<file path="config.mk">
export PLATFORM = sky130hd
export DESIGN_NAME = booth_multiplier
export DESIGN_NICKNAME = d
export VERILOG_FILES = /design/src/rtl/booth_multiplier.sv
export SDC_FILE = /design/constraint.sdc
export NUM_CORES = 1
export LEC_CHECK = 0
export ABC_AREA = 1
export BUFFER_PORTS_ARGS = -buffer_cell sky130_fd_sc_hd__clkbuf_2
export CAP_MARGIN = 40
export CELL_PAD_IN_SITES_DETAIL_PLACEMENT = 1
export CELL_PAD_IN_SITES_GLOBAL_PLACEMENT = 1
export CORE_ASPECT_RATIO = 1.4
export CORE_MARGIN = 2
export CORE_UTILIZATION = 40
export DETAILED_ROUTE_END_ITERATION = 7
export GPL_TIMING_DRIVEN = 0
export PLACE_DENSITY_LB_ADDON = 0.1
export REMOVE_ABC_BUFFERS = 1
export SYNTH_ARGS = -nofsm -noshare
export SYNTH_HDL_FRONTEND = slang
export SYNTH_SLANG_ARGS = --single-unit
</file>
<file path="constraint.sdc">
create_clock -name clk -period 16.15 [get_ports clk]
set_input_delay 0.8075 -clock clk [delete_from_list [all_inputs] [get_ports clk]]
set_output_delay 0.8075 -clock clk [all_outputs]
set_load 0.005 [all_outputs]
</file>
<file path="src/rtl/booth_multiplier.sv">
// Sequential 32x32 signed multiplier, radix-4 Booth recoding.
//
// Retires two multiplier bits per clock; a product takes 16 iterations after
// the start edge. The per-iteration datapath is a 34-bit ripple-carry
// adder/subtractor built from full-adder gate equations, followed by a
// 2-bit arithmetic right shift of {A, Q, q_-1}.
//
// Ports:
//   clk           system clock, rising edge
//   reset_n       asynchronous active-low reset
//   op_start      start request, honoured only in IDLE
//   op_clear      synchronous abort/acknowledge, returns to IDLE from any state
//   multiplicand  signed operand M, captured on the start edge
//   multiplier    signed operand Q, captured on the start edge
//   op_done       high while the product is available
//   result        signed 64-bit product, zero whenever op_done is low

module booth_multiplier (
    input  logic        clk,
    input  logic        reset_n,
    input  logic        op_start,
    input  logic        op_clear,
    input  logic [31:0] multiplicand,
    input  logic [31:0] multiplier,
    output logic        op_done,
    output logic [63:0] result
);

    typedef enum logic [1:0] {
        StIdle,
        StExec,
        StDone
    } state_e;

    state_e      state_q;
    logic [33:0] m_q;       // multiplicand, sign-extended to 34 bits
    logic [33:0] a_q;       // accumulator
    logic [31:0] q_q;       // multiplier, shifted right as bits are retired
    logic        qm1_q;     // guard bit q_-1
    logic [4:0]  count_q;
    logic [63:0] result_q;
    logic        done_q;

    // ------------------------------------------------------------------
    // Booth decode of {q1, q0, q_-1}
    // ------------------------------------------------------------------
    logic [2:0] booth_triple;
    logic       add_zero;
    logic       add_double;
    logic       add_neg;

    always_comb begin
        booth_triple = {q_q[1:0], qm1_q};
        add_zero     = 1'b0;
        add_double   = 1'b0;
        add_neg      = 1'b0;
        unique case (booth_triple)
            3'b000, 3'b111: add_zero = 1'b1;
            3'b001, 3'b010: add_zero = 1'b0;
            3'b011:         add_double = 1'b1;
            3'b100: begin
                add_double = 1'b1;
                add_neg    = 1'b1;
            end
            3'b101, 3'b110: add_neg = 1'b1;
            default:        add_zero = 1'b1;
        endcase
    end

    // ------------------------------------------------------------------
    // Operand select: 0, M or 2M, inverted for subtraction. The +1 of the
    // two's complement enters as the adder's carry-in.
    // ------------------------------------------------------------------
    logic [33:0] mag_op;
    logic [33:0] add_op;

    always_comb begin
        if (add_zero) begin
            mag_op = 34'd0;
        end else if (add_double) begin
            mag_op = {m_q[32:0], 1'b0};
        end else begin
            mag_op = m_q;
        end
        add_op = mag_op ^ {34{add_neg}};
    end

    // ------------------------------------------------------------------
    // 34-bit ripple-carry adder from full-adder gate equations.
    // Carry out of bit 33 is discarded: the sum is modulo 2^34 and cannot
    // overflow for 32-bit signed operands.
    // ------------------------------------------------------------------
    logic [33:0] sum;
    logic        carry;

    always_comb begin
        sum   = 34'd0;
        carry = add_neg;
        for (int i = 0; i < 34; i++) begin
            sum[i] = a_q[i] ^ add_op[i] ^ carry;
            carry  = (a_q[i] & add_op[i]) | (carry & (a_q[i] ^ add_op[i]));
        end
    end

    // ------------------------------------------------------------------
    // Arithmetic shift right by 2 of {sum, Q, q_-1}: the two low sum bits
    // move into the top of Q, and Q[1] becomes the next guard bit.
    // ------------------------------------------------------------------
    logic [33:0] a_shift;
    logic [31:0] q_shift;
    logic        qm1_shift;

    always_comb begin
        a_shift   = {{2{sum[33]}}, sum[33:2]};
        q_shift   = {sum[1:0], q_q[31:2]};
        qm1_shift = q_q[1];
    end

    // ------------------------------------------------------------------
    // Control FSM with registered outputs
    // ------------------------------------------------------------------
    always_ff @(posedge clk or negedge reset_n) begin
        if (!reset_n) begin
            state_q  <= StIdle;
            m_q      <= 34'd0;
            a_q      <= 34'd0;
            q_q      <= 32'd0;
            qm1_q    <= 1'b0;
            count_q  <= 5'd0;
            result_q <= 64'd0;
            done_q   <= 1'b0;
        end else if (op_clear) begin
            // Abort/acknowledge wins over everything, including the final
            // iteration edge, so DONE is never entered on that edge.
            state_q  <= StIdle;
            a_q      <= 34'd0;
            count_q  <= 5'd0;
            result_q <= 64'd0;
            done_q   <= 1'b0;
        end else begin
            unique case (state_q)
                StIdle: begin
                    if (op_start) begin
                        m_q     <= {{2{multiplicand[31]}}, multiplicand};
                        a_q     <= 34'd0;
                        q_q     <= multiplier;
                        qm1_q   <= 1'b0;
                        count_q <= 5'd0;
                        state_q <= StExec;
                    end
                end
                StExec: begin
                    a_q     <= a_shift;
                    q_q     <= q_shift;
                    qm1_q   <= qm1_shift;
                    count_q <= count_q + 5'd1;
                    if (count_q == 5'd15) begin
                        // Product fits in 64 bits, so the top two bits of A
                        // are pure sign replication and can be dropped.
                        state_q  <= StDone;
                        done_q   <= 1'b1;
                        result_q <= {a_shift[31:0], q_shift};
                    end
                end
                StDone: begin
                    state_q <= StDone;
                end
                default: begin
                    state_q <= StIdle;
                end
            endcase
        end
    end

    assign op_done = done_q;
    assign result  = result_q;

endmodule

</file>
# --- Word level (Yosys, flattened, before mapping) ---
# Cells that the tools add are included.
classes:
  mux: 25
  n_reduce_logical: 14
  n_div: 0
  bitwise: 169
  n_shift: 0
  mul: 0
  addsub: 1
  magnitude_cmp: 0
  eq_ne: 11
ops:
  columns: ["op", "n"]
  rows:
  - ["$mux 64", 3]
  - ["$mux 34", 3]
  - ["$pmux 34 s2", 1]
  - ["$xor 1x1->1", 68]
  - ["$and 1x1->1", 66]
  - ["$mux 32", 2]
  - ["$pmux 32 s2", 1]
  - ["$xor 34x34->34", 1]
  - ["$or 1x1->1", 33]
  - ["$eq 3x3->1 const B", 4]
  - ["$mux 5", 2]
  - ["$pmux 5 s2", 1]
  - ["$mux 1", 7]
  - ["$mux 2", 3]
  - ["$ne 3x3->1 const B", 2]
  - ["$pmux 2 s3", 1]
  - ["$reduce_and 2->1", 3]
  - ["$reduce_and 3->1", 2]
  - ["$reduce_bool 2->1", 3]
  - ["$add 5x1->5 const B", 1]
  - ["$eq 5x4->1 const B", 1]
  - ["$reduce_or 2->1", 2]
  - ["$eq 3x2->1 const B", 1]
  - ["$logic_not 3->1", 1]
  - ["other kinds (8)", 8]
totals:
  output_inout_bits: 65
  register_bits: 171
  memories: 0
  rom_bits: 0
  inputBits: 68
  elab_cells: 228
  latch_bits: 0
  ram_bits: 0

# --- Logic depth before layout (Yosys ltp) ---
depth:
  word_depth: 77
  depth_mapped: 43
  depth_no_buf: 42

# --- Worst setup path after synthesis ---
# No wires, ideal clock.
synth_path:
  path_kind: "reg2reg"
  from: "register q_q[0]"
  to: "register result_q[62] (netlist: result[62])"
  path_stages_with_launch: 42
  n_path_buf: 1
  setup_ns: 0.095
  setup_slack_ns: 1.490
  arrival_ns: 14.564
  synth_period_minus_slack_ns: 14.660
  required_ns: 16.055
  path_cell_list: "dfrtp_1 nand2_1 nand2_1 o21ai_2 buf_2 nand3_1 nand2_1 nand2_1 fa_1 fa_1 fa_1 fa_1 fa_1 fa_1 fa_1 fa_1 fa_1 fa_1 [... 6 more ...] fa_1 fa_1 fa_1 fa_1 fa_1 fa_1 fa_1 fa_1 fa_1 fa_1 fa_1 fa_1 fa_1 fa_1 inv_1 fa_1 fa_1 o31ai_1"
synth_via:
  elab_chain_cells: 75
  word_cells_on_any_way: 148
  classes_between: "5 x eq/ne; 8 x mux; 131 x bitwise; 4 x reduce/logical"
synth_rtl:
  columns: ["item", "line_no", "text"]
  rows:
  - ["from (decl)", "38", "logic [31:0] q_q;"]
  - ["from (signal assigned)", "146", "q_q <= multiplier;"]
  - ["from (signal assigned)", "154", "q_q <= q_shift;"]
  - ["$eq 3x3->1 or $eq 3x2->1 (tied branches)", "57", "unique case (booth_triple)"]
  - ["$reduce_or 2->1 (no source line)", null, null]
  - ["$mux 1", "57", null]
  - ["$mux 32", "80", "end else if (add_double) begin"]
  - ["$mux 34", "78", "if (add_zero) begin"]
  - ["$xor 34x34->34", "85", "add_op = mag_op ^ {34{add_neg}};"]
  - ["$xor 1x1->1", "101", "carry = (a_q[i] & add_op[i]) | (carry & (a_q[i] ^ add_op[i]));"]
  - ["$and 1x1->1", "101", null]
  - ["[... 59 more ...]", null, null]
  - ["$and 1x1->1", "101", null]
  - ["$or 1x1->1", "101", null]
  - ["$and 1x1->1", "101", null]
  - ["$or 1x1->1", "101", null]
  - ["$xor 1x1->1 (*)", "100", "sum[i] = a_q[i] ^ add_op[i] ^ carry;"]
  - ["$mux 64 (*)", "157", "if (count_q == 5'd15) begin"]
  - ["$mux 64 (*)", "141", "unique case (state_q)"]
  - ["$mux 64 (*)", "132", "end else if (op_clear) begin"]
  - ["to (signal assigned)", "162", "result_q <= {a_shift[31:0], q_shift};"]
  - ["to (decl)", "41", "logic [63:0] result_q;"]
# Mark *: on every way between the ends. The rest lies on a longest branch, timed or not. The select of a mux whose other input is x is not followed.
# A chain may end at the register's enable or synchronous reset.

# --- Worst setup path in the final report ---
layout_path:
  from: "register q_q[0]"
  to: "register a_q[30]"
layout_via:
  elab_chain_cells: 74
  word_cells_on_any_way: 147
  classes_between: "5 x eq/ne; 7 x mux; 131 x bitwise; 4 x reduce/logical"
layout_rtl:
  columns: ["item", "line_no", "text"]
  rows:
  - ["$eq 3x3->1 or $eq 3x2->1 (tied branches)", "57", null]
  - ["$reduce_or 2->1 (no source line)", null, null]
  - ["$mux 1", "57", null]
  - ["$mux 32", "80", null]
  - ["$mux 34", "78", null]
  - ["$xor 34x34->34", "85", null]
  - ["$xor 1x1->1", "101", null]
  - ["$and 1x1->1", "101", null]
  - ["[... 58 more ...]", null, null]
  - ["$or 1x1->1", "101", null]
  - ["$and 1x1->1", "101", null]
  - ["$or 1x1->1", "101", null]
  - ["$and 1x1->1", "101", null]
  - ["$or 1x1->1", "101", null]
  - ["$xor 1x1->1 (*)", "100", null]
  - ["$pmux 34 s2 (*)", "141", null]
  - ["$mux 34 (*)", "132", null]
  - ["to (signal assigned)", "153", "a_q <= a_shift;"]
  - ["to (decl)", "37", "logic [33:0] a_q;"]
# Mark *: on every way between the ends. The rest lies on a longest branch, timed or not.

==> summary.txt <==
Layout
  – Synth-to-Final Area Change: 21.52%
  – Fill cells: about 2500
  – Layout cells sized above 1: 18.96%
  – Post-Layout Cell Count: 1369
  – Layout Nets: approximately 1200
  – Register area: 4233 um^2
  – Diode count: 0
  – Area of the multi-input gates: approximately 3700 um^2

Global routing
  – Vias in the first global route: between 7000 and 8000
  – GRT Total Usage: 20.95%
  – Initial antenna violation count: 0
  – GR Overflow Total: 0
  – First-pass GRT wire length: 37.43 mm
  – Largest net degree at the start of global routing: 88

Logic synthesis
  – Yosys warns: 0
  – Seq/Total Area, Yosys: 50.05%
  – Syn_area_per_cell: approximately 8.6 um^2
  – Synth Register Bits: 169
  – Synth top area share: 50.05%
  – Cell Area, Synth: 8449 um^2
  – Post-Syn Instances: 986
  – Top cells by area, synth: dfrtp_1 50%, nand2_1 13%, fa_1 7.6%
  – Post-synth top area cell: dfrtp_1
  – Post-synth cell types: 21

Critical path
  – Worst reg2reg path depth: 41
  – Worst Setup End Kind: register
  – Worst EP required: about 16 ns
  – Reg-to-reg startpoint: q_q[0]
  – CP peak stage delay: 0.48 ns
  – Critical path endpoint: a_q[30]
  – Origin of the worst setup path: q_q[0]
  – Reg2Reg Setup Slack: 0.57 ns
  – Worst path buffer plus inverter count: 2
  – WP data arrival: roughly 16 ns
  – Most frequent CP cell: fa_1
  – Crit path max fanout: 17
  – R2R Path End: a_q[30]
  – Instance count on the critical path: 41
  – Slowest CP cell: fa_1
  – Critical path type: reg -> reg
  – CP startpoint kind: register
  – Cell family with most CP delay: adder cells

Detailed routing
  – Number of vias per cell: 5.220
  – DR WL/cell: 16.67 um
  – WL final: 22.82 mm
  – Post-DRT Antenna Nets: 0
  – Routed vias: 7146
  – DRC Markers: 0
  – First drt pass iteration count: 4
  – Initial DRC Count: between 300 and 400

Place
  – I/O Buffers: roughly 130
  – Post-Place Worst Slack: -0.7078 ns
  – Final HPWL DP: 15.45 mm
  – GPL Wtd Cong: about 0.74
  – Placed Cells: 1325

Clock network
  – Maximum buffer depth of the clock tree: 2
  – CTS buffer count: 17
  – H-tree depth: 4
  – CTS Root Cell: clkbuf_16
  – CTS tree: done
  – Latest clock arrival within the worst-skew pair: 0.43 ns
  – Clock Sink Count: 169
  – Clock slew at reported path FFs: 0.06 ns

Power and ir drop
  – Max VDD drop: a little over 0.07 mV
  – Internal power: 1.104 mW
  – Static Leak: 5.075 nW
  – Comb power frac: 46.9%
  – Net Sw Frac: about two fifths
  – Sw Pwr: 0.7778 mW
  – PwrDens: 183.3 nW/um^2
  – Seq pwr share: between 30% and 40%
  – Clock share of power: 21.6%

Die
  – Total I/O pin count: 133
  – Die area: 22320 um^2
  – Die Y: ~180 um
  – Core Area: 20630 um^2
  – Row count: 62
  – Die width: 126.8 um
  – Initial core utilization: 40.95%

STA
  – Fmax: roughly 64 MHz
  – Final slew viol count: 0
  – Setup violators final: 0
  – Relative slew slack: 52.32%
  – Post-route clock period utilization: a little over nine tenths
  – Min Tclk post-route: 15.58 ns
  – Fin worst setup slack: about 0.57 ns
  – Final setup skew: 0.007957 ns
  – Final hold violations: 0
  – Measured slew at the worst slew-check pin: 0.7141 ns

Run status
  – Outcome: finished clean

Hold path
  – Worst min path class: in -> async

Run
  – MaxCap Viol Count: 0
flip-flops by register name (all words and copies together), names as in the netlist:
signal / flops
count_q: 5
op_done: 1
state_q: 2
a_q: 32
result: 64
q_q: 32
m_q: 32
qm1_q: 1
metrics by stage:
| step | cell area [um^2] | hold slack, ns | utilization [%] | power, mW | setup TNS (ns) |
|---|---|---|---|---|---|
| 4_1_cts | 10130 | 0.4387 | 49.08 | 1.866 | 0 |
| 5_1_grt | 10270 | 0.4566 | 49.76 | 2.051 | -0.01248 |
| 3_5_place_dp | 9508 | 0.4600 | 46.08 | 1.437 | -3.311 |
| 6_report | 10270 | 0.4108 | 49.76 | 1.882 | 0 |
| 3_3_place_gp | 9121 | 0.4556 | 44.20 | 1.352 | -10.77 |
| 2_1_floorplan | 8140 | 0.4517 | - | 1.152 | 0 |
cell families after synthesis:
logic type	count (synthesis)	synth area share, %
buf+inv	147	7.300
simple gates	433	21.37
fa+ha+maj	37	8.322
flops	169	50.05
compound gates	200	12.96
cells in the mapped netlist:
cell type / number
inv_2: 4
o21ai_0: 126
clkbuf_1: 22
buf_4: 7
o31ai_1: 5
inv_1: 78
a31oi_1: 2
nor2_1: 39
o21a_1: 1
nand2_1: 283
ha_1: 5
o21ai_2: 1
buf_1: 5
buf_2: 31
a21oi_1: 36
fa_1: 32
nor2_2: 2
nand4_1: 31
o211ai_1: 29
dfrtp_1: 169
nand3_1: 78
worst reg2reg max path: cells and delay by family, from the launching register on:
kind,cells,cell delay (ns)
AO/OA/AOI/OAI,1,0.26
adder cells (fa/ha/maj),32,13.72
buffers and inverters,2,0.32
flip-flops,1,0.47
AND/OR/NAND/NOR,6,0.74
cell type report:
| class | instances | area share, % |
|---|---|---|
| clock buffer | 22 | 4.619 |
| clock inverter | 9 | 0.9505 |
| timing repair buffer | 159 | 10.88 |
| multi-input combinational | 672 | 36.17 |
| tap | 256 | 3.120 |
| inverter | 82 | 3.034 |
| sequential | 169 | 41.23 |
cell usage in the layout, fill, tap and decap left out, types with 6 or more instances in the layout:
cell       count
nand2_1      278
buf_16         7
nand4_1       31
inv_1         77
nand3_1       76
clkbuf_16     17
o21ai_0      126
fa_1          31
clkinv_2       6
a21oi_1       36
dfrtp_1      166
buf_4         10
buf_12         6
clkbuf_2     131
o211ai_1      29
nor2_1        39
power by group through the flow:
stage	Sequential (mW)	Combinational (mW)	Clock (mW)
final	0.593	0.882	0.407
after global routing	0.608	1.01	0.431
after CTS	0.595	0.853	0.418
after detailed placement	0.599	0.837	0
after global placement	0.596	0.756	0
after floorplan	0.584	0.568	0
worst min-delay path by stage:
stage,start,endpoint,slack [ns],cells after the start
finish,reset_n,result[5],0.41,1
global route,reset_n,result[5],0.46,1
CTS,reset_n,result[5],0.44,1
detailed placement,result[28],result[28],0.46,2
global placement,result[28],result[28],0.46,2
floorplan,count_q[4],count_q[4],0.45,2
what timing repair did:
| action | CTS | global route |
|---|---|---|
| setup endpoints to repair | 8 | 6 |
| setup buffers | 2 | 9 |
| cloned | 0 | 2 |
| resized for setup | 8 | 9 |
| hold buffers | 0 | 0 |
| pin swaps | 0 | 4 |
routing by layer:
| layer | part of all wire [%] | vias up | GRT usage [%] | wire [um] |
|---|---|---|---|---|
| li1 | - | 3459 | - | - |
| met1 | 45 | 3532 | 26.75 | 10180 |
| met2 | 51 | 129 | 36.25 | 11560 |
| met3 | 3.2 | 26 | 3.848 | 740 |
| met4 | 1.5 | 0 | 6.456 | 340 |
| met5 | 0 | - | 0 | 0 |
(Power assumes the default switching activity.)
